### src/rtl/uart_sched_pkg.sv
// Shared definitions for the UART transmit scheduler: FSM encoding, frame
// constants, the snapshot record and the frame byte helpers.
package uart_sched_pkg;

    localparam logic [1:0] ST_IDLE  = 2'd0;
    localparam logic [1:0] ST_SEND  = 2'd1;
    localparam logic [1:0] ST_GUARD = 2'd2;
    localparam logic [1:0] ST_WAIT  = 2'd3;

    localparam logic [7:0] FRAME_HDR  = 8'h54;
    localparam logic [7:0] FRAME_TERM = 8'h0A;
    localparam int         FRAME_LEN  = 13;
    localparam logic [3:0] LAST_IDX   = 4'(FRAME_LEN - 1);

    typedef struct packed {
        logic [15:0] solar;
        logic [63:0] thr;
        logic [7:0]  csum;
    } frame_snap_t;

    function automatic logic [7:0] payload_xor(input logic [15:0] solar,
                                               input logic [63:0] thr);
        logic [7:0] x;
        x = solar[15:8] ^ solar[7:0];
        for (int i = 0; i < 8; i++) begin
            x = x ^ thr[8*i +: 8];
        end
        return x;
    endfunction

    // Byte at position idx of the frame built from a captured snapshot.
    function automatic logic [7:0] frame_byte(input logic [3:0]  idx,
                                              input frame_snap_t s);
        logic [7:0] b;
        case (idx)
            4'd0:    b = FRAME_HDR;
            4'd1:    b = s.solar[15:8];
            4'd2:    b = s.solar[7:0];
            4'd3:    b = s.thr[7:0];
            4'd4:    b = s.thr[15:8];
            4'd5:    b = s.thr[23:16];
            4'd6:    b = s.thr[31:24];
            4'd7:    b = s.thr[39:32];
            4'd8:    b = s.thr[47:40];
            4'd9:    b = s.thr[55:48];
            4'd10:   b = s.thr[63:56];
            4'd11:   b = s.csum;
            4'd12:   b = FRAME_TERM;
            default: b = 8'h00;
        endcase
        return b;
    endfunction

endpackage

### src/rtl/uart_tx_scheduler_timer.sv
// Free-running report period counter; tick marks the wrap from PERIOD-1 to 0.
module report_timer #(
    parameter int PERIOD = 50000000
) (
    input  logic clk,
    input  logic rst,
    input  logic en,
    output logic tick
);

    localparam int         W    = (PERIOD > 1) ? $clog2(PERIOD) : 1;
    localparam logic [W-1:0] LAST = W'(PERIOD - 1);

    logic [W-1:0] cnt_q, cnt_d;

    // Disabling the timer parks it at zero so a re-enable restarts a full period.
    always_comb begin
        cnt_d = cnt_q;
        if (!en) begin
            cnt_d = '0;
        end else if (cnt_q == LAST) begin
            cnt_d = '0;
        end else begin
            cnt_d = cnt_q + W'(1);
        end
    end

    always_ff @(posedge clk) begin
        if (rst) begin
            cnt_q <= '0;
        end else begin
            cnt_q <= cnt_d;
        end
    end

    assign tick = en && (cnt_q == LAST);

endmodule

### src/rtl/uart_tx_scheduler.sv
// Arbitrates one UART transmitter between single echo bytes and 13-byte
// threshold report frames, which are sent atomically from a snapshot.
module uart_tx_scheduler
    import uart_sched_pkg::*;
#(
    parameter int REPORT_PERIOD = 50000000
) (
    input  logic        clk,
    input  logic        rst,
    input  logic        echo_valid,
    input  logic [7:0]  echo_data,
    output logic        echo_ready,
    input  logic        report_req,
    input  logic        auto_en,
    input  logic [15:0] solar_th,
    input  logic [63:0] thr_bytes,
    input  logic        idle_ready_tx,
    output logic        start_tx,
    output logic [7:0]  data_tx,
    output logic        report_busy,
    output logic        report_done
);

    logic [1:0]  state_q, state_d;
    logic [3:0]  idx_q, idx_d;
    logic        pend_q, pend_d;
    logic        busy_q, busy_d;
    logic        done_q, done_d;
    logic [7:0]  echo_byte_q, echo_byte_d;
    frame_snap_t snap_q, snap_d;
    logic        period_tick;

    report_timer #(
        .PERIOD(REPORT_PERIOD)
    ) u_timer (
        .clk (clk),
        .rst (rst),
        .en  (auto_en),
        .tick(period_tick)
    );

    // busy_q doubles as the "frame in progress" flag, so echoes are locked
    // out from the first frame strobe until the terminator has gone out.
    always_comb begin
        state_d     = state_q;
        idx_d       = idx_q;
        pend_d      = pend_q | report_req | period_tick;
        busy_d      = busy_q;
        done_d      = 1'b0;
        echo_byte_d = echo_byte_q;
        snap_d      = snap_q;

        case (state_q)
            ST_IDLE: begin
                if (idle_ready_tx && !busy_q) begin
                    if (echo_valid) begin
                        echo_byte_d = echo_data;
                        state_d     = ST_SEND;
                    end else if (pend_q) begin
                        snap_d.solar = solar_th;
                        snap_d.thr   = thr_bytes;
                        snap_d.csum  = payload_xor(solar_th, thr_bytes);
                        idx_d        = 4'd0;
                        busy_d       = 1'b1;
                        pend_d       = report_req | period_tick;
                        state_d      = ST_SEND;
                    end
                end
            end
            ST_SEND: begin
                state_d = ST_GUARD;
            end
            ST_GUARD: begin
                state_d = ST_WAIT;
            end
            ST_WAIT: begin
                if (idle_ready_tx) begin
                    if (busy_q && (idx_q != LAST_IDX)) begin
                        idx_d   = idx_q + 4'd1;
                        state_d = ST_SEND;
                    end else if (busy_q) begin
                        idx_d   = 4'd0;
                        busy_d  = 1'b0;
                        done_d  = 1'b1;
                        state_d = ST_IDLE;
                    end else begin
                        state_d = ST_IDLE;
                    end
                end
            end
            default: begin
                state_d = ST_IDLE;
            end
        endcase
    end

    always_ff @(posedge clk) begin
        if (rst) begin
            state_q     <= ST_IDLE;
            idx_q       <= 4'd0;
            pend_q      <= 1'b0;
            busy_q      <= 1'b0;
            done_q      <= 1'b0;
            echo_byte_q <= 8'h00;
            snap_q      <= '0;
        end else begin
            state_q     <= state_d;
            idx_q       <= idx_d;
            pend_q      <= pend_d;
            busy_q      <= busy_d;
            done_q      <= done_d;
            echo_byte_q <= echo_byte_d;
            snap_q      <= snap_d;
        end
    end

    assign echo_ready  = !rst && (state_q == ST_IDLE) && idle_ready_tx &&
                         !busy_q && echo_valid;
    assign start_tx    = !rst && (state_q == ST_SEND);
    assign data_tx     = start_tx ? (busy_q ? frame_byte(idx_q, snap_q) : echo_byte_q)
                                  : 8'h00;
    assign report_busy = busy_q;
    assign report_done = done_q;

endmodule

### config.mk
export PLATFORM = sky130hd
export DESIGN_NAME = uart_tx_scheduler
export DESIGN_NICKNAME = d
export VERILOG_FILES = /design/src/rtl/uart_sched_pkg.sv /design/src/rtl/uart_tx_scheduler_timer.sv /design/src/rtl/uart_tx_scheduler.sv
export SDC_FILE = /design/constraint.sdc
export NUM_CORES = 1
export LEC_CHECK = 0
export ABC_AREA = 1
export ABC_CLOCK_PERIOD_IN_PS = 2600
export CAP_MARGIN = 20
export CORE_MARGIN = 2
export CORE_UTILIZATION = 60
export CTS_BUF_LIST = sky130_fd_sc_hd__clkbuf_16
export CTS_CLUSTER_DIAMETER = 80
export DETAILED_ROUTE_END_ITERATION = 10
export DONT_BUFFER_PORTS = 1
export GPL_TIMING_DRIVEN = 0
export PLACE_DENSITY = 0.78
export SLEW_MARGIN = 5
export SYNTH_ARGS = -nofsm -noshare
export SYNTH_HDL_FRONTEND = slang
export SYNTH_SLANG_ARGS = --single-unit
### constraint.sdc
create_clock -name clk -period 2.6 [get_ports clk]
set_input_delay 0.39 -clock clk [delete_from_list [all_inputs] [get_ports clk]]
set_output_delay 0.39 -clock clk [all_outputs]
set_load 0.005 [all_outputs]
==> impl_metrics.tcl <==
set metrics [dict create \
    postLayoutCoreUtil_pct 69.1 \
    cts_tree "yes" \
    synth_top_cell_by_area "dfxtp_1" \
    skew_ns 0.00794 \
    grt.total_usage_pct 34.2 \
    ys_warn_count 0 \
    clk_latency_ns 0.44 \
    ys_ff_latch 131 \
    setup_viol 0 \
    power.density_nw_per_um2 695 \
    synth_fp_nets 1301 \
    yosysSeqAreaShare_pct 36.2 \
    htree_levels 4 \
    syn-cell-area_um2 7250 \
    arrival_ns 2.20 \
    finalSetupTns_ns 0 \
    netSwitchingPower_mw 1.79 \
    grt_pass1_vias 7102 \
    root_buffer "clkbuf_16" \
    diodes 0 \
    hp-class "input port to flip-flop" \
    avgSynthCellArea_um2 6.05 \
    nNetsFinal 1333 \
    grt_pass1_wl_um 34300 \
    overflow 0 \
    finalHoldViolations 0 \
    cts_made_buffers 17 \
    worstPathMaxFanout 8 \
    worst-setup-path-type "flip-flop to primary output" \
    max_freq_mhz 386 \
    antenna_found_initial 0 \
    slew_headroom_pct 55.8 \
    p_sw_share_pct 31.2 \
    min_period_ns 2.59 \
    clockBufferDepth 2 \
    post-dp-hpwl_um 15100 \
    drt_pass1_iterations 7 \
    cp-start-kind "flip-flop" \
    start_util_pct 60.9 \
    outcome "finished clean" \
    route.antenna.remaining_nets 0 \
    whs_path_depth 2 \
    rr_startpoint "state_q[1]$_SDFFE_PP0P_" \
    maxCapViolations 0 \
    num_rows 40 \
    synthToLayoutAreaGrowth_pct 13.6 \
    crit_path_end_kind "primary output" \
    initialDrtViolationCount 949 \
    min_period_over_period_pct 99.8 \
    die_w_um 114 \
    layout-drive-gt1-share_pct 7.15 \
    place.gp.congestion 0.939 \
    ir_drop_v 0.000445 \
    coreArea_um2 11900 \
    min_from "echo_data[4]" \
    vias_per_cell 5.51 \
    netlist_instances 1199 \
    seqPwrFrac_pct 40.4 \
    routedWlPerCell_um 15.9 \
    combinationalPowerShare_pct 19.9 \
    cts_num_sinks 131 \
    vias 7669 \
    grt_max_degree 17 \
    drc 0 \
    rr_endpoint "snap_q[58]$_SDFFE_PP0P_" \
    power_mw 5.72 \
    totalWireLength_um 22100 \
    r2r_cells 7 \
    stdcell_count 1391 \
    synthDistinctLibCells 28 \
    portBuffers 0 \
    holdPathEnd "echo_byte_q[4]$_SDFFE_PP0P_" \
    dieHeight_um 114 \
    dp.cells 1346 \
    power.internal_mw 3.94 \
    leakage_nw 3.92 \
    die_area_um2 13000 \
    drv_slew 0 \
    clk_pin_slew_ns 0.06 \
    synth_top_area_share_pct 36.2 \
    setup_slack_ns 0.00606 \
    num_io_pins 106 \
    required_ns 2.21 \
    synth_area_leaders "dfxtp_1 (36%), nand2_1 (22%), a21oi_1 (7.5%)" \
    clockPowerShare_pct 39.8 \
    dpl_worst_slack_ns 0.108 \
    rrSetupSlack_ns 0.53 \
    worst_pin_slew_ns 0.663 \
]
[registers in the layout, summed over array words and instances (netlist names)]
signal	flops
state_q	2
report_done	1
idx_q	4
report_busy	1
u_timer.cnt_q	26
echo_byte_q	8
snap_q	88
pend_q	1
[how the worst max path moves through the flow]
stage                           from         end  slack, ns
6_report       idx_q[1]$_SDFFE_PP0P_  data_tx[3]      0.006
5_1_grt        idx_q[1]$_SDFFE_PP0P_  data_tx[3]      -0.03
4_1_cts        idx_q[1]$_SDFFE_PP0P_  data_tx[5]      -0.02
3_5_place_dp   idx_q[1]$_SDFFE_PP0P_  data_tx[5]       0.11
3_3_place_gp   idx_q[1]$_SDFFE_PP0P_  data_tx[5]       0.07
2_1_floorplan  idx_q[0]$_SDFFE_PP0P_  data_tx[2]       0.81
[power by group through the flow]
stage          Clock (mW)  Sequential (mW)  Combinational [mW]
6_report             2.28             2.31                1.14
2_1_floorplan           0             2.31               0.773
3_5_place_dp            0             2.34                1.02
3_3_place_gp            0             2.34                1.00
4_1_cts              2.27             2.30                1.06
5_1_grt              2.35             2.33                1.29
[routing by layer]
layer	part of all wire (%)	track usage [%]	vias up
li1	-	-	3825
met5	0	0	-
met3	11	9.03	79
met1	40	43.3	3386
met2	44	53.7	379
met4	4.5	17.9	0
[synthesized netlist by cell type]
cell type / n
nand3_1: 51
nor2_1: 136
dfxtp_1: 131
buf_2: 11
o21ai_0: 106
clkbuf_1: 14
xor2_1: 10
a21oi_1: 108
buf_6: 1
nor3b_1: 3
buf_1: 2
o31ai_1: 1
nand4_1: 6
nor3_2: 1
nor3_4: 1
nor3_1: 13
nand3_2: 1
ha_1: 8
o21bai_1: 1
nor2_2: 2
inv_2: 1
nand2_1: 430
or2_2: 3
clkinv_1: 2
inv_1: 142
buf_4: 5
xnor2_1: 5
nand3b_1: 4
[metrics by stage]
step	hold WS [ns]	cell area [µm²]
after floorplan	0.441	7250
after global placement	0.461	7430
after detailed placement	0.467	7430
after CTS	0.0911	8040
after global routing	0.0955	8240
final	0.0955	8240
[final cells by class]
type / instances / area [µm²]
multi-input combinational: 890 / 4030
fill: 1102 / 3670
sequential: 131 / 2630
inverter: 145 / 548
clock buffer: 17 / 425
tap: 147 / 184
buffer: 33 / 164
timing repair buffer: 13 / 135
clock inverter: 15 / 124
[critical path, cell delays in order (launching register included)]
cell and delay, ns:
dfxtp_2 0.37, ha_1 0.22, nand2_1 0.15, nor2_4 0.30, buf_4 0.16, nand2_1 0.04
nand2_1 0.06, nor2_1 0.05, nand3_1 0.16, nand2_1 0.09, a21oi_1 0.17
[layout by cell type (no fill, tap or decap)]
cell type   instances
a21oi_1           107
a21oi_2             1
buf_1               2
buf_12              3
buf_2              11
buf_4              15
buf_6               1
bufinv_16           2
clkbuf_1           14
clkbuf_16          17
clkinv_1            5
clkinv_2            6
clkinvlp_4          3
dfxtp_1           129
dfxtp_2             2
ha_1                8
inv_1             141
inv_2               3
nand2_1           427
nand2_2             3
nand3_1            49
nand3_2             3
nand3b_1            4
nand4_1             6
nor2_1            124
nor2_2              2
nor2_4             12
nor3_1             13
nor3_2              1
nor3_4              1
nor3b_1             3
o21ai_0           106
o21bai_1            1
o31ai_1             1
or2_2               3
xnor2_1             5
xor2_1             10
[cell families (layout without fill, tap and decap cells)]
kind of cell,Yosys count,in the layout,synth area share [%]
compound gates,216,216,15.0
xor+xnor,15,15,1.81
fa+ha+maj,8,8,1.38
buf+inv,178,223,9.77
flops,131,131,36.2
simple gates,651,651,35.9
[what timing repair did]
| item | CTS | global route |
|---|---|---|
| setup endpoints to repair | 9 | 9 |
| endpoints found under the hold margin | 0 | 0 |
| hold buffers | 0 | 0 |
| pin swaps | 0 | 8 |
| buffers inserted | 0 | 13 |
| gates resized for setup | 18 | 17 |
(Power assumes the default switching activity.)
